===== config.mk =====
export PLATFORM = sky130hd
export DESIGN_NAME = led_blink_multi
export DESIGN_NICKNAME = d
export VERILOG_FILES = /design/src/rtl/led_blink_multi.sv
export SDC_FILE = /design/constraint.sdc
export NUM_CORES = 1
export LEC_CHECK = 0
export CAP_MARGIN = 20
export CORE_UTILIZATION = 30
export CTS_CLUSTER_DIAMETER = 150
export DETAILED_ROUTE_END_ITERATION = 8
export HOLD_SLACK_MARGIN = 0.02
export PLACE_DENSITY = 0.53
export SYNTH_ARGS = -nofsm -noshare
export SYNTH_HDL_FRONTEND = slang
export SYNTH_SLANG_ARGS = --single-unit

===== constraint.sdc =====
create_clock -name clk -period 12.9 [get_ports clk]
set_clock_uncertainty 0.1 [all_clocks]
set_input_delay 1.29 -clock clk [delete_from_list [all_inputs] [get_ports clk]]
set_output_delay 1.29 -clock clk [all_outputs]
set_load 0.005 [all_outputs]

===== src/rtl/led_blink_multi.sv =====
// led_blink_multi: one shared millisecond prescaler feeding N_CH independent
// LED channels. Each channel holds its own mode (OFF, ON, BLINK, BURST),
// on/off durations in ms and a burst pulse count, loaded through a one-cycle
// write port.
//
// Handshake: cfg_we is a single-cycle strobe with no ready/backpressure; the
// addressed channel (cfg_ch < N_CH) accepts the config on the clock edge
// where cfg_we is high, and its outputs reflect the new mode one cycle later.
// Writes to cfg_ch >= N_CH are dropped.
//
// Per-channel state (FSM state, config, phase timer, pulse counter) lives in
// the packed struct g_ch[i].ch_q so checkers can bind to it directly.
module led_blink_multi #(
  parameter int CLK_FREQ = 100_000_000,
  parameter int N_CH     = 4,
  parameter int RATE_W   = 16,
  parameter int CNT_W    = 8
) (
  input  logic              clk,
  input  logic              reset,
  input  logic              cfg_we,
  input  logic [3:0]        cfg_ch,
  input  logic [1:0]        cfg_mode,
  input  logic [RATE_W-1:0] cfg_on_ms,
  input  logic [RATE_W-1:0] cfg_off_ms,
  input  logic [CNT_W-1:0]  cfg_count,
  output logic [N_CH-1:0]   led,
  output logic [N_CH-1:0]   busy,
  output logic [N_CH-1:0]   done,
  output logic              tick_ms
);

  localparam int DIV  = CLK_FREQ / 1000;
  localparam int PS_W = (DIV > 1) ? $clog2(DIV) : 1;
  localparam logic [PS_W-1:0] PS_MAX = PS_W'(DIV - 1);

  typedef enum logic [1:0] {
    MODE_OFF   = 2'd0,
    MODE_ON    = 2'd1,
    MODE_BLINK = 2'd2,
    MODE_BURST = 2'd3
  } mode_e;

  typedef enum logic [1:0] {
    ST_IDLE = 2'd0,
    ST_HIGH = 2'd1,
    ST_LOW  = 2'd2
  } state_e;

  typedef struct packed {
    state_e              state;
    mode_e               mode;
    logic [RATE_W-1:0]   on_ms;
    logic [RATE_W-1:0]   off_ms;
    logic [CNT_W-1:0]    count;
    logic [RATE_W-1:0]   timer;
    logic [CNT_W-1:0]    pulses;
    logic                led;
    logic                done;
  } ch_t;

  // Shared prescaler: free-running, never restarted by config writes.
  logic [PS_W-1:0] ps_q, ps_d;
  logic            tick_q, tick_d;

  // Prescaler next state: wrap at DIV-1 and flag the wrap for one cycle.
  always_comb begin
    ps_d   = (ps_q == PS_MAX) ? '0 : ps_q + PS_W'(1);
    tick_d = (ps_q == PS_MAX);
  end

  // Prescaler and tick registers.
  always_ff @(posedge clk or posedge reset) begin
    if (reset) begin
      ps_q   <= '0;
      tick_q <= 1'b0;
    end else begin
      ps_q   <= ps_d;
      tick_q <= tick_d;
    end
  end

  assign tick_ms = tick_q;

  for (genvar g = 0; g < N_CH; g++) begin : g_ch
    ch_t               ch_q, ch_d;
    logic              wr_hit;
    logic [RATE_W-1:0] on_lim, off_lim;

    assign wr_hit  = cfg_we && (cfg_ch == 4'(g));
    // A zero duration behaves as 1 ms, so the compare limit floors at 0.
    assign on_lim  = (ch_q.on_ms  == '0) ? '0 : ch_q.on_ms  - RATE_W'(1);
    assign off_lim = (ch_q.off_ms == '0) ? '0 : ch_q.off_ms - RATE_W'(1);

    // Channel next state: a write overrides everything (including a
    // coincident tick); otherwise ticks advance the HIGH/LOW phases.
    always_comb begin
      ch_d      = ch_q;
      ch_d.done = 1'b0;
      if (wr_hit) begin
        ch_d.mode   = mode_e'(cfg_mode);
        ch_d.on_ms  = cfg_on_ms;
        ch_d.off_ms = cfg_off_ms;
        ch_d.count  = cfg_count;
        ch_d.timer  = '0;
        ch_d.pulses = '0;
        case (mode_e'(cfg_mode))
          MODE_OFF: begin
            ch_d.state = ST_IDLE;
            ch_d.led   = 1'b0;
          end
          MODE_ON: begin
            ch_d.state = ST_IDLE;
            ch_d.led   = 1'b1;
          end
          MODE_BLINK: begin
            ch_d.state = ST_HIGH;
            ch_d.led   = 1'b1;
          end
          default: begin
            // A zero-length burst completes immediately.
            if (cfg_count == '0) begin
              ch_d.state = ST_IDLE;
              ch_d.led   = 1'b0;
              ch_d.done  = 1'b1;
            end else begin
              ch_d.state = ST_HIGH;
              ch_d.led   = 1'b1;
            end
          end
        endcase
      end else if (tick_q) begin
        case (ch_q.state)
          ST_HIGH: begin
            if (ch_q.timer == on_lim) begin
              ch_d.state = ST_LOW;
              ch_d.led   = 1'b0;
              ch_d.timer = '0;
              if (ch_q.mode == MODE_BURST) begin
                ch_d.pulses = ch_q.pulses + CNT_W'(1);
              end
            end else begin
              ch_d.timer = ch_q.timer + RATE_W'(1);
            end
          end
          ST_LOW: begin
            if (ch_q.timer == off_lim) begin
              ch_d.timer = '0;
              if (ch_q.mode == MODE_BURST && ch_q.pulses == ch_q.count) begin
                ch_d.state = ST_IDLE;
                ch_d.led   = 1'b0;
                ch_d.done  = 1'b1;
              end else begin
                ch_d.state = ST_HIGH;
                ch_d.led   = 1'b1;
              end
            end else begin
              ch_d.timer = ch_q.timer + RATE_W'(1);
            end
          end
          default: begin
            ch_d.timer = ch_q.timer;
          end
        endcase
      end
    end

    // Channel state register.
    always_ff @(posedge clk or posedge reset) begin
      if (reset) begin
        ch_q <= '0;
      end else begin
        ch_q <= ch_d;
      end
    end

    assign led[g]  = ch_q.led;
    assign busy[g] = (ch_q.state != ST_IDLE);
    assign done[g] = ch_q.done;
  end

endmodule


==> out/metrics.cfg <==
[outcome]
status=finished, final reports clean

[critical_path]
crit_start=g_ch[2].ch_q[34]$_DFFE_PP0P_
end_kind=register
cp_num_buf_inv=1
cp-start-kind=register
crit_chain=inv_1, ha_1, nor2b_1, nand4_1, nor2_1, a21oi_1, o32a_1, nor4b_4, nand3_1, or4b_2, a32oi_1
cp.required_ps=13290
cp_top_family=simple AND/OR/NAND/NOR gates
r2r_start=g_ch[2].ch_q[34]$_DFFE_PP0P_
crit_path_max_fanout=12
cpPeakStageDelay_ps=720
critPathKind=register to register
cp.arrival_ps=5030
cp_slowest_cell=or4b_2

[clock_network]
clock-sinks=298
cts-hold-fix-buffers=0
cts_buffers=40
cts_tree=done
htreeDepth=2
cts_buffer_depth=3
cts_resized=0
cts_setup_buffers=0
clk_pin_slew_ps=60
clock_latency_ps=580
clock-root-buffer=clkbuf_16

[sta]
setup_slack_ps=8267
slew_headroom_pct=21.17
tns_ps=0
timing.final.crit_share_pct=35.91
rsz0062_at_grt=no
fmax_mhz=215.8
period_needed_ps=4633
finalSetupViolations=0
hold_viol_final=0
worst_pin_slew_ps=1175
finalMaxSlewViolations=0

[grt]
grt_pass1_vias=18770
grt_first_pass_wirelength_um=109400
globalRouteTotalUtil_pct=19.59
grt_max_degree=101
grt_remaining_overflow=0
antenna_found_initial=0

[synthesis]
synth_nets=2715
synth_cell_types=97
syn_avg_cell_area_um2=7.912
synth.cell_area_um2=20940
yosysSeqAreaShare_pct=35.61
synth_cells=2647
ys.flop_type=dfrtp_1
ys_ff_latch=298
yosysWarningCount=0
synthArstFlopShare_pct=100.0
synth_edf_count=0

[die]
start_util_pct=30.43
fp.dieH_um=266.2
coreArea_um2=68830
io_pins=62
rows=96
dieArea_um2=70870
dieWidth_um=266.2

[finish]
nNetsFinal=2650
n_fill_cell=7202
syn2layout_area_growth_pct=11.99
antenna_cells=0
final_area_um2=23450
drive_above_1_share_pct=6.626
fin_util_pct=34.08

[placed_design]
pre_cts_slack_ps=8270
portBuffers=61
gp_congestion=0.9097
dp_hpwl_um=49270
post_dp_cell_area_um2=22120

[pwr]
ir_worst_vdd_mv=0.08468
leakage_nw=9.744
p_per_area_nw_per_um2=139.5
total_power_w=0.003273

[drt]
wl_per_cell_um=19.74
totalWireLength_um=69930
first_iter_violations=1530
antenna_left=0
drcViolationCount=0
vias_per_cell=5.605
first_pass_iters=6
vias=19850

[flow_run]
max-cap-violations=0

[worst_hold_path]
hold_start=ps_q[4]$_DFF_PP0_
min-delay-path-class=register to register

through the flow:
step           std cells  hold slack, ps
2_1_floorplan       2647           337.5
3_3_place_gp        3469           355.7
3_5_place_dp        3469           364.0
4_1_cts             3540           374.0
5_1_grt             3542           389.4
6_report            3542           373.5
flip-flops by register name, indices dropped and copies added (netlist names):
signal	flops
ps_q	17
g_ch.ch_q	272
tick_ms	1
led	4
done	4
path summary, 6_finish.rpt:
path	to	slack (ps)	depth (start not counted)
max	g_ch[2].ch_q[68]$_DFFE_PP0P_	8270	11
min	ps_q[4]$_DFF_PP0_	370	1
max reg2reg	g_ch[2].ch_q[68]$_DFFE_PP0P_	8270	11
min reg2reg	ps_q[4]$_DFF_PP0_	370	1
max in group asynchronous	g_ch[0].ch_q[43]$_DFFE_PP0P_	9200	4
min in group asynchronous	g_ch[1].ch_q[20]$_DFFE_PP0P_	1170	2
per-layer routing:
layer,track usage (%),up-vias,part of all wire (%)
met1,27.13,9702,46
met5,0,-,0
met4,6.664,0,2.9
met2,30.81,658,45
met3,3.142,107,6.3
li1,-,9386,-
placed cells by master (no fill, tap or decap), types with 10 or more instances in the layout:
master / count
a2111oi_0: 11
a211o_1: 15
a211oi_1: 22
a21o_1: 16
a21oi_1: 62
a22oi_1: 15
a31o_2: 13
a31oi_1: 51
and2_1: 17
and3_1: 35
and4_1: 12
buf_4: 22
clkbuf_1: 12
clkbuf_16: 41
clkdlybuf4s50_1: 61
dfrtp_1: 298
ha_1: 19
inv_1: 67
mux2i_1: 32
nand2_1: 614
nand2b_1: 27
nand3_1: 112
nand3b_1: 10
nand4_1: 35
nor2_1: 147
nor2b_1: 27
nor3_1: 68
nor3b_1: 15
nor4_1: 59
o2111ai_1: 11
o211ai_1: 30
o21a_1: 12
o21ai_0: 100
o221ai_1: 14
o31ai_1: 34
or2_2: 33
or3_1: 47
or4_1: 46
xnor2_1: 86
xor2_1: 63
cells by family (layout without fill, tap and decap cells):
family	after synthesis	count (layout)	synth area share (%)
adders and majority gates	19	19	1.135
and+or+nand+nor	1351	1351	31.55
DFF	298	298	35.61
muxes	37	37	1.798
buffers and inverters	258	222	4.983
AOI/OAI and AO/OA	532	532	18.37
xor gates and xnor gates	152	152	6.566
Yosys cell counts, types with 8 or more instances:
library cell / n / area (um2)
nand2_1: 615 / 2308
dfrtp_1: 298 / 7457
clkbuf_1: 156 / 585.6
nor2_1: 148 / 555.5
nand3_1: 113 / 565.5
o21ai_0: 101 / 505.5
xnor2_1: 86 / 753.2
inv_1: 68 / 255.2
nor3_1: 68 / 340.3
xor2_1: 63 / 551.8
a21oi_1: 62 / 310.3
nor4_1: 59 / 369.1
a31oi_1: 51 / 319.1
or3_1: 47 / 294.0
or4_1: 46 / 345.3
and3_1: 36 / 225.2
nand4_1: 35 / 219.0
o31ai_1: 34 / 255.2
or2_2: 33 / 206.5
mux2i_1: 32 / 320.3
o211ai_1: 30 / 225.2
nand2b_1: 28 / 175.2
nor2b_1: 28 / 175.2
a211oi_1: 22 / 165.2
ha_1: 19 / 237.7
and2_1: 18 / 112.6
a21o_1: 16 / 120.1
a211o_1: 15 / 131.4
a22oi_1: 15 / 112.6
nor3b_1: 15 / 112.6
o221ai_1: 14 / 122.6
a31o_2: 13 / 113.9
and4_1: 12 / 105.1
o21a_1: 12 / 90.09
a2111oi_0: 11 / 96.34
buf_1: 11 / 41.29
buf_4: 11 / 82.58
o2111ai_1: 11 / 96.34
nand3b_1: 10 / 75.07
a32o_1: 9 / 90.09
buf_2: 9 / 45.04
o41ai_1: 9 / 78.83
a32oi_1: 8 / 70.07
o31a_1: 8 / 70.07
report_power, final:
| group | internal, W | total [W] | switching, W |
|---|---|---|---|
| Sequential | 0.00106 | 0.00124 | 0.000186 |
| Combinational | 0.000367 | 0.000891 | 0.000523 |
| Clock | 0.000690 | 0.00114 | 0.000447 |
area by class of cell:
cell class | count | area (um2) | area share [%]
Clock buffer | 61 | 1181 | 5.036
Clock inverter | 10 | 142.6 | 0.6082
Inverter | 68 | 262.8 | 1.120
Multi-Input combinational cell | 2091 | 12470 | 53.17
Sequential cell | 298 | 7457 | 31.80
Tap cell | 931 | 1165 | 4.967
Timing Repair Buffer | 83 | 775.7 | 3.308
worst register-to-register path, cell delays in order (launching register included):
cell	delay [ps]
dfrtp_1	450
inv_1	140
ha_1	300
nor2b_1	370
nand4_1	270
nor2_1	560
a21oi_1	80
o32a_1	350
nor4b_4	560
nand3_1	440
or4b_2	720
a32oi_1	210
Note: power is estimated with default switching activity, not from simulation.
